<file path="config.mk">
export PLATFORM = sky130hd
export DESIGN_NAME = muldiv_sequencer_flat
export DESIGN_NICKNAME = d
export VERILOG_FILES = /design/src/rtl/muldiv_pkg.sv /design/src/rtl/muldiv_sequencer_if.sv /design/src/rtl/muldiv_step.sv /design/src/rtl/muldiv_sequencer.sv /design/src/flat_wrapper.sv
export SDC_FILE = /design/constraint.sdc
export NUM_CORES = 1
export LEC_CHECK = 0
export CORE_UTILIZATION = 50
export CTS_CLUSTER_SIZE = 25
export DETAILED_ROUTE_END_ITERATION = 10
export HOLD_SLACK_MARGIN = 0.03
export PLACE_DENSITY = 0.72
export REMOVE_ABC_BUFFERS = 1
export SLEW_MARGIN = 20
export SYNTH_ARGS = -nofsm -noshare
export SYNTH_HDL_FRONTEND = slang
export SYNTH_SLANG_ARGS = --single-unit
</file>
<file path="constraint.sdc">
create_clock -name clk -period 3.55 [get_ports clk]
set_clock_uncertainty 0.1 [all_clocks]
set_input_delay 0.355 -clock clk [delete_from_list [all_inputs] [get_ports clk]]
set_output_delay 0.355 -clock clk [all_outputs]
set_load 0.01 [all_outputs]
</file>
<file path="src/rtl/muldiv_pkg.sv">
// muldiv_pkg: shared state encoding, mode codes and default width for the mul/div sequencer.
package muldiv_pkg;
  localparam int XLEN_DEF = 32;
  localparam logic MODE_MUL = 1'b0;
  localparam logic MODE_DIV = 1'b1;
  typedef enum logic [1:0] {S_IDLE, S_MUL, S_DIV, S_OUT} state_t;
endpackage

</file>
<file path="src/rtl/muldiv_sequencer_if.sv">
// muldiv_sequencer_if: request/result bundle between ALU control and the mul/div sequencer.
interface muldiv_sequencer_if #(parameter int XLEN = muldiv_pkg::XLEN_DEF);
  logic valid;
  logic mode;
  logic [XLEN-1:0] in_a;
  logic [XLEN-1:0] in_b;
  logic stall;
  logic done;
  logic [XLEN-1:0] out_lo;
  logic [XLEN-1:0] out_hi;
  modport master (output valid, mode, in_a, in_b, input stall, done, out_lo, out_hi);
  modport slave (input valid, mode, in_a, in_b, output stall, done, out_lo, out_hi);
endinterface

</file>
<file path="src/rtl/muldiv_step.sv">
// muldiv_step: one shift-add multiply or restoring-divide iteration on the {hi,lo} accumulator.
module muldiv_step
  import muldiv_pkg::*;
#(
  parameter int XLEN = XLEN_DEF
) (
  input  logic              mode_i,
  input  logic [2*XLEN-1:0] acc_i,
  input  logic [XLEN-1:0]   b_i,
  output logic [2*XLEN-1:0] acc_o
);
  logic [XLEN-1:0] hi, lo;
  logic [XLEN:0] sum, r_sh, trial;
  logic fits;
  assign {hi, lo} = acc_i;
  assign sum = {1'b0, hi} + (lo[0] ? {1'b0, b_i} : '0);
  assign r_sh = {hi, lo[XLEN-1]};
  // r_sh < 2*B, so the top bit of the difference is exactly the borrow
  assign trial = r_sh - {1'b0, b_i};
  assign fits = ~trial[XLEN];
  assign acc_o = (mode_i == MODE_DIV)
               ? {fits ? trial[XLEN-1:0] : r_sh[XLEN-1:0], lo[XLEN-2:0], fits}
               : {sum, lo[XLEN-1:1]};
endmodule

</file>
<file path="src/rtl/muldiv_sequencer.sv">
// muldiv_sequencer: 32-iteration unsigned MUL/DIV controller that stalls EX and pulses done with the result.
module muldiv_sequencer
  import muldiv_pkg::*;
#(
  parameter int XLEN = XLEN_DEF
) (
  input logic clk,
  input logic rst_n,
  muldiv_sequencer_if.slave bus
);
  localparam int CNT_W = $clog2(XLEN);
  state_t state_q;
  logic [CNT_W-1:0] cnt_q;
  logic [XLEN-1:0] b_q, out_lo_q, out_hi_q;
  logic [2*XLEN-1:0] acc_q, acc_d;
  logic last;
  muldiv_step #(.XLEN(XLEN)) u_step (
    .mode_i(state_q == S_DIV),
    .acc_i (acc_q),
    .b_i   (b_q),
    .acc_o (acc_d)
  );
  assign last = cnt_q == CNT_W'(XLEN - 1);
  assign bus.stall = rst_n & ((state_q == S_IDLE & bus.valid) | state_q == S_MUL | state_q == S_DIV);
  assign bus.done = state_q == S_OUT;
  assign bus.out_lo = out_lo_q;
  assign bus.out_hi = out_hi_q;
  always_ff @(posedge clk or negedge rst_n) begin
    if (!rst_n) begin
      state_q <= S_IDLE;
      cnt_q <= '0;
      b_q <= '0;
      acc_q <= '0;
      out_lo_q <= '0;
      out_hi_q <= '0;
    end else begin
      case (state_q)
        S_IDLE: if (bus.valid) begin
          b_q <= bus.in_b;
          cnt_q <= '0;
          acc_q <= {{XLEN{1'b0}}, bus.in_a};
          // divide by zero skips iteration: quotient all ones, remainder = dividend
          if (bus.mode == MODE_MUL) state_q <= S_MUL;
          else if (bus.in_b != '0) state_q <= S_DIV;
          else begin
            state_q <= S_OUT;
            out_lo_q <= '1;
            out_hi_q <= bus.in_a;
          end
        end
        S_MUL, S_DIV: begin
          acc_q <= acc_d;
          cnt_q <= cnt_q + 1'b1;
          if (last) begin
            state_q <= S_OUT;
            out_lo_q <= acc_d[XLEN-1:0];
            out_hi_q <= acc_d[2*XLEN-1:XLEN];
          end
        end
        default: state_q <= S_IDLE;
      endcase
    end
  end
endmodule

</file>
<file path="src/flat_wrapper.sv">
// flat-port wrapper written by rule: the top's interface ports become plain ports
module muldiv_sequencer_flat import muldiv_pkg::*;
#(
  parameter int XLEN = XLEN_DEF
)
  (clk, rst_n, bus_valid, bus_mode, bus_in_a, bus_in_b, bus_stall, bus_done, bus_out_lo, bus_out_hi);
  muldiv_sequencer_if #(.XLEN(XLEN)) bus_i ();
  input logic clk;
  input logic rst_n;
  input wire logic [$bits(bus_i.valid)-1:0] bus_valid;
  input wire logic [$bits(bus_i.mode)-1:0] bus_mode;
  input wire logic [$bits(bus_i.in_a)-1:0] bus_in_a;
  input wire logic [$bits(bus_i.in_b)-1:0] bus_in_b;
  output wire logic [$bits(bus_i.stall)-1:0] bus_stall;
  output wire logic [$bits(bus_i.done)-1:0] bus_done;
  output wire logic [$bits(bus_i.out_lo)-1:0] bus_out_lo;
  output wire logic [$bits(bus_i.out_hi)-1:0] bus_out_hi;
  assign bus_i.valid = bus_valid;
  assign bus_i.mode = bus_mode;
  assign bus_i.in_a = bus_in_a;
  assign bus_i.in_b = bus_in_b;
  assign bus_stall = bus_i.stall;
  assign bus_done = bus_i.done;
  assign bus_out_lo = bus_i.out_lo;
  assign bus_out_hi = bus_i.out_hi;
  muldiv_sequencer #(.XLEN(XLEN)) u_core (.clk(clk), .rst_n(rst_n), .bus(bus_i));
endmodule
</file>
# Word level (Yosys, flattened, before mapping)

Index checks and enable logic that the tools add are counted.
Widths: inputs -> output; s select.

Register bits after elaboration: 167
Bits of input ports: 68
Word-level logic and storage cells: 52

Add/sub/neg operators: 3
Eq/ne operators: 8
Mux-type cells: 22
Bitwise gates (word level): 5
Reductions and logical operators: 8

Operator list:

| cell                | count |
|---|---|
| $mux 32             | 10 |
| $mux 64             | 2 |
| $pmux 32 s2         | 2 |
| $pmux 64 s2         | 1 |
| $add 32x33->33      | 1 |
| $sub 33x32->33      | 1 |
| $reduce_bool 32->1  | 1 |
| $pmux 5 s2          | 1 |
| $mux 2              | 3 |
| $ne 2x2->1 const B  | 3 |
| $reduce_and 2->1    | 3 |
| $add 5x1->5 const B | 1 |
| $eq 5x5->1 const B  | 1 |
| $mux 5              | 1 |
| $reduce_and 5->1    | 1 |
| $eq 2x2->1 const B  | 2 |
| $pmux 2 s2          | 1 |
| $and 1x1->1         | 2 |
| $eq 2x1->1 const B  | 1 |
| $logic_not 2->1     | 1 |
| $ne 2x1->1 const B  | 1 |
| $or 1x1->1          | 2 |
| $reduce_bool 2->1   | 1 |
| $reduce_or 2->1     | 1 |
| other kinds (2)     | 2 |

# Depth between registers and ports, before layout

Word-level depth: 5
Gate-level depth with buffers: 15

# Hierarchy

Synthesis repeated with hierarchy kept, for this count alone.

Cell total of the unflattened synthesis: 1,501
Area, all modules: 13,324.0 µm²

Modules (own cells, without submodules):

| module           | times used | cells an instance | area an instance (µm²) | sequential area each (µm²) |
|---|---|---|---|---|
| muldiv_sequencer | 1          | 825               | 8,645.8                | 4,179.0 |
| muldiv_step      | 1          | 676               | 4,678.2                | 0.0 |

# Worst setup path after synthesis

OpenSTA, ideal clock, no wires.

Path type: register to register
Start point: reg u_core.acc_q[0]
End point: reg u_core.acc_q[61]
Data arrival time: 3.012 ns
Path slack: 0.313 ns
Cell stages (with the launch flop): 14
Buffers on the path: 1
Cells stage by stage: dfrtp_1 -> clkbuf_1 -> and2_1 -> ha_1 -> fa_1 -> a21oi_1 -> o22ai_1 -> o31ai_1 -> o31a_1 -> o31ai_1 -> xor2_1 -> o2bb2ai_1 -> a21o_1 -> mux2_2

Cells in the longest elaborated chain, start to end: 4

RTL lines:

| what                   | line                   | source |
|---|---|---|
| start, declared        | muldiv_sequencer.sv:15 | `logic [2*XLEN-1:0] acc_q, acc_d;` |
| start signal, assigned | muldiv_sequencer.sv:41 | `acc_q <= {{XLEN{1'b0}}, bus.in_a};` |
| $mux 32                | muldiv_step.sv:16      | `assign sum = {1'b0, hi} + (lo[0] ? {1'b0, b_i} : '0);` |
| $add 32x33->33         | muldiv_step.sv:16      |  |
| $mux 64                | muldiv_step.sv:22      | `? {fits ? trial[XLEN-1:0] : r_sh[XLEN-1:0], lo[XLEN-2:0], fits}` |
| $pmux 64 s2            | muldiv_sequencer.sv:37 | `case (state_q)` |

No other way between the ends.
A chain may end at the register's enable or synchronous reset.

# Worst setup path after layout

Start point: reg u_core.acc_q[31]
End point: reg u_core.out_hi_q[28] (netlist: u_core.bus.out_hi[28])

Cells in the longest elaborated chain, start to end: 5

RTL lines:

| what                 | line                   | source |
|---|---|---|
| $sub 33x32->33       | muldiv_step.sv:19      | `assign trial = r_sh - {1'b0, b_i};` |
| $mux 32              | muldiv_step.sv:22      |  |
| $mux 64              | muldiv_step.sv:22      |  |
| $mux 32              | muldiv_sequencer.sv:54 | `if (last) begin` |
| $pmux 32 s2          | muldiv_sequencer.sv:37 |  |
| end signal, assigned | muldiv_sequencer.sv:48 | `out_hi_q <= bus.in_a;` |
| end signal, assigned | muldiv_sequencer.sv:57 | `out_hi_q <= acc_d[2*XLEN-1:XLEN];` |
| end, declared        | muldiv_sequencer.sv:14 | `logic [XLEN-1:0] b_q, out_lo_q, out_hi_q;` |

No other way between the ends. The select of a mux whose other input is x is not followed.

==> reports/results.tsv <==
stage	metric	value	unit
status	outcome	finished, violations left	
status	failing checks	negative hold slack	
yosys	Synth warnings	0	
clock_network	Hold Buf Count CTS	0	
worst_setup_path	Startpoint Class	register	
yosys	Mapped Cells	1361	
die	I/O Pins	134	
route	number of iterations in the first detailed-routing pass	7	
die	die width	155	µm
yosys	most frequent cell after synthesis	nand2_1	
layout	Filler Cell Count	1928	
worst_setup_path	slowest stage delay, CP	0.41	ns
clock_network	CTS tree	done	
worst_setup_path	Worst EP required	3.77	ns
timing	Final Slew Violations	0	
route	DRC	0	
worst_setup_path	WP data arrival	3.72	ns
route	routed wire length per instance	19.9	µm
yosys	largest cells by area after synthesis	dfrtp_1 36%, ha_1 7.5%, o21ai_0 5.8%	
worst_setup_path	Crit-path slowest cell	fa_2	
die	CORE AREA	22800	µm²
die	Starting Density	51.2	%
clock_network	clk slew on worst S/H paths	0.08	ns
worst_setup_path	CP bufs+invs	4	
route	vias per cell	5.99	
timing	Worst-Margin Slew	0.980	ns
yosys	#FFs+latches synth	167	
worst_setup_path	Worst R2R Start	u_core.acc_q[31]$_DFFE_PN0P_	
die	die height	155	µm
route	initial DRC count	1065	
worst_setup_path	kind of critical path	reg -> reg	
global_route	gr ovfl total	0	
global_route	first-pass GRT wire length	59000	µm
layout	Area growth syn-to-layout	27.6	%
clock_network	H-tree Lvls	4	
timing	final hold violation count	41	
yosys	Post-synth EDFFs	0	
yosys	mux contribution to synthesized area	8.05	%
worst_setup_path	CP startpoint	u_core.acc_q[31]$_DFFE_PN0P_	
worst_setup_path	CP top delay family	compound AO/OA/AOI/OAI gates	
yosys	Post-Synth XOR/XNOR Area	3.38	%
pwr	P per Cell Area	1040	nW/µm²
placement	DP HPWL	28100	µm
timing	RSZ-0062 raised after global routing	yes	
yosys	Async SR Flop Fraction	100	%
timing	Tcrit/Tclk final	98.4	%
global_route	grt met3 use	4.60	%
global_route	largest net degree at the start of global routing	168	
placement	Port Buffer Count	133	
yosys	top post-synthesis cells by count	173 x nand2_1, 167 x dfrtp_1, 136 x o21ai_0	
clock_network	root buffer cell	clkbuf_16	
yosys	Synth cell types	75	
yosys	post-synthesis adder-cell area fraction	7.86	%
global_route	initial antenna violation count	1	
yosys	Synth top area share	35.9	%
placement	placed cell count	1836	
yosys	sequential area share after synthesis	35.9	%
route	Total Wirelength	37700	µm
clock_network	clk buf depth	2	
layout	# nets final	1703	
yosys	Post-Synth Simple-Gate Area	16.8	%
clock_network	Clk Latency, worst-skew pair	0.45	ns
clock_network	clock sink count	167	
pwr	maximum vdd ir drop	0.500	mV
placement	GP Congestion	0.947	
yosys	Synth Flop Type	dfrtp_1	
timing	Period minus WS final	3.49	ns
global_route	M1 GR Usage	47.5	%
yosys	Post-Syn Area	11700	µm²
timing	fmax	0.286	GHz
yosys	post-synth top area cell	dfrtp_1	
yosys	Synth Area in Compound Gates	23.8	%
global_route	busiest grt layer	met2	
layout	fin cells	1889	
layout	share of cells above drive strength 1	15.9	%
yosys	main combinational cell family by area after synthesis	compound AO/OA/AOI/OAI gates	
clock_network	CTS Buf Count	17	
worst_setup_path	Max FO, Critical Path	8	
pwr	Pleak	6.61	nW
worst_setup_path	most used cell, CP	inv_2	
layout	final instance area	14900	µm²
timing	setup violators final	0	
route	DR vias	11300	
min_path	hold crit path type	in -> async	
die	Die ar.	23900	µm²
timing	Hold WS	-0.0753	ns
global_route	Total GRT Usage	31.9	%
worst_setup_path	CP Capture Type	register	
placement	Area after DPL	13900	µm²
global_route	GR Layer Usage met2	47.9	%
flow_run	max-cap viol count	0	
worst_setup_path	crit path cell chain	inv_2 > ha_4 > inv_2 > fa_2 > a211oi_2 > o21ai_2 > a21oi_2 > o31ai_4 > a32o_2 > nor2_4 > buf_4 > buf_6 > mux2i_1 > a211oi_1 > a211o_1	
timing	worst rel slew slack	34.7	%
layout	diode count	0	
die	Site Rows	55	
route	final antenna-violating net count	0	
yosys	Avg Synthesized Cell Area	8.56	µm²
global_route	vias in the first global route	10600	
-- stage by stage --
stage	worst slack (ns)	setup TNS (ns)	power, mW	util, %
2_1_floorplan	-2.82	-167.28	9.24	-
3_3_place_gp	-0.00333	-0.00333	12.7	61.2
3_5_place_dp	-0.0926	-0.851	12.9	61.2
4_1_cts	0.0204	0	14.8	63.9
5_1_grt	-0.0425	-0.349	16.5	65.3
6_report	0.0554	0	15.5	65.3
-- area by class of cell --
| cell class | instances | area (µm²) | area share (%) |
|---|---|---|---|
| Clock buffer | 18 | 429 | 2.89 |
| Clock inverter | 14 | 158 | 1.06 |
| Inverter | 52 | 195 | 1.31 |
| Multi-Input combinational cell | 1072 | 7190 | 48.4 |
| Sequential cell | 167 | 4180 | 28.1 |
| Tap cell | 313 | 392 | 2.63 |
| Timing Repair Buffer | 253 | 2320 | 15.6 |
-- power breakdown --
group | internal (mW) | switching, mW
combinational | 4.41 | 5.71
clock | 0.946 | 0.942
sequential | 2.76 | 0.725
total | 8.12 | 7.38
-- routing by layer --
| metal | wire, µm | vias up |
|---|---|---|
| li1 | - | 5343 |
| met1 | 17400 | 5403 |
| met2 | 16300 | 506 |
| met3 | 2990 | 59 |
| met4 | 956 | 2 |
| met5 | 13 | - |
-- path summary, 6_finish.rpt --
kind | to | slack (ns) | cells past startpoint
worst max-delay path | u_core.bus.out_hi[28]$_DFFE_PN0P_ | 0.06 | 15
worst min-delay path | u_core.bus.out_lo[27]$_DFFE_PN0P_ | -0.08 | 2
worst max register to register | u_core.bus.out_hi[28]$_DFFE_PN0P_ | 0.06 | 15
worst min register to register | u_core.cnt_q[4]$_DFFE_PN0P_ | 0.39 | 2
max in group asynchronous | u_core.b_q[23]$_DFFE_PN0P_ | 2.63 | 2
min in group clk | u_core.cnt_q[4]$_DFFE_PN0P_ | 0.39 | 2
-- sequential cells by signal, summed over array words and instances, names as in the netlist --
name	count
u_core.acc_q	64
u_core.b_q	32
u_core.bus.out_hi	32
u_core.bus.out_lo	32
u_core.cnt_q	5
u_core.state_q	2
-- cells by family (layout without fill, tap and decap cells) --
kind of cell | Yosys count | after routing
XOR/XNOR | 45 | 45
AND/OR/NAND/NOR | 425 | 425
AO/OA/AOI/OAI | 442 | 442
flip-flops | 167 | 167
adder cells (fa/ha/maj) | 72 | 72
multiplexers | 88 | 88
buffers and inverters | 122 | 337
-- cells in the final DEF, fill, tap and decap left out, types with 39 or more instances in the layout --
master | netlist | routed
nand2_1 | 173 | 173
dfrtp_1 | 167 | 166
clkdlybuf4s50_1 | 0 | 132
o21ai_0 | 136 | 128
buf_4 | 1 | 108
nor2_1 | 106 | 106
a21oi_1 | 85 | 82
ha_1 | 70 | 67
a31oi_1 | 56 | 55
inv_1 | 50 | 48
mux2_2 | 45 | 44
and2_1 | 39 | 39
-- timing repair --
item	4_1_cts	5_1_grt
endpoints found under the setup margin	24	46
gates cloned	0	1
pin swaps	1	21
gates resized for setup	6	47
buffers inserted	2	18
Power figures use the tool's default switching activity.
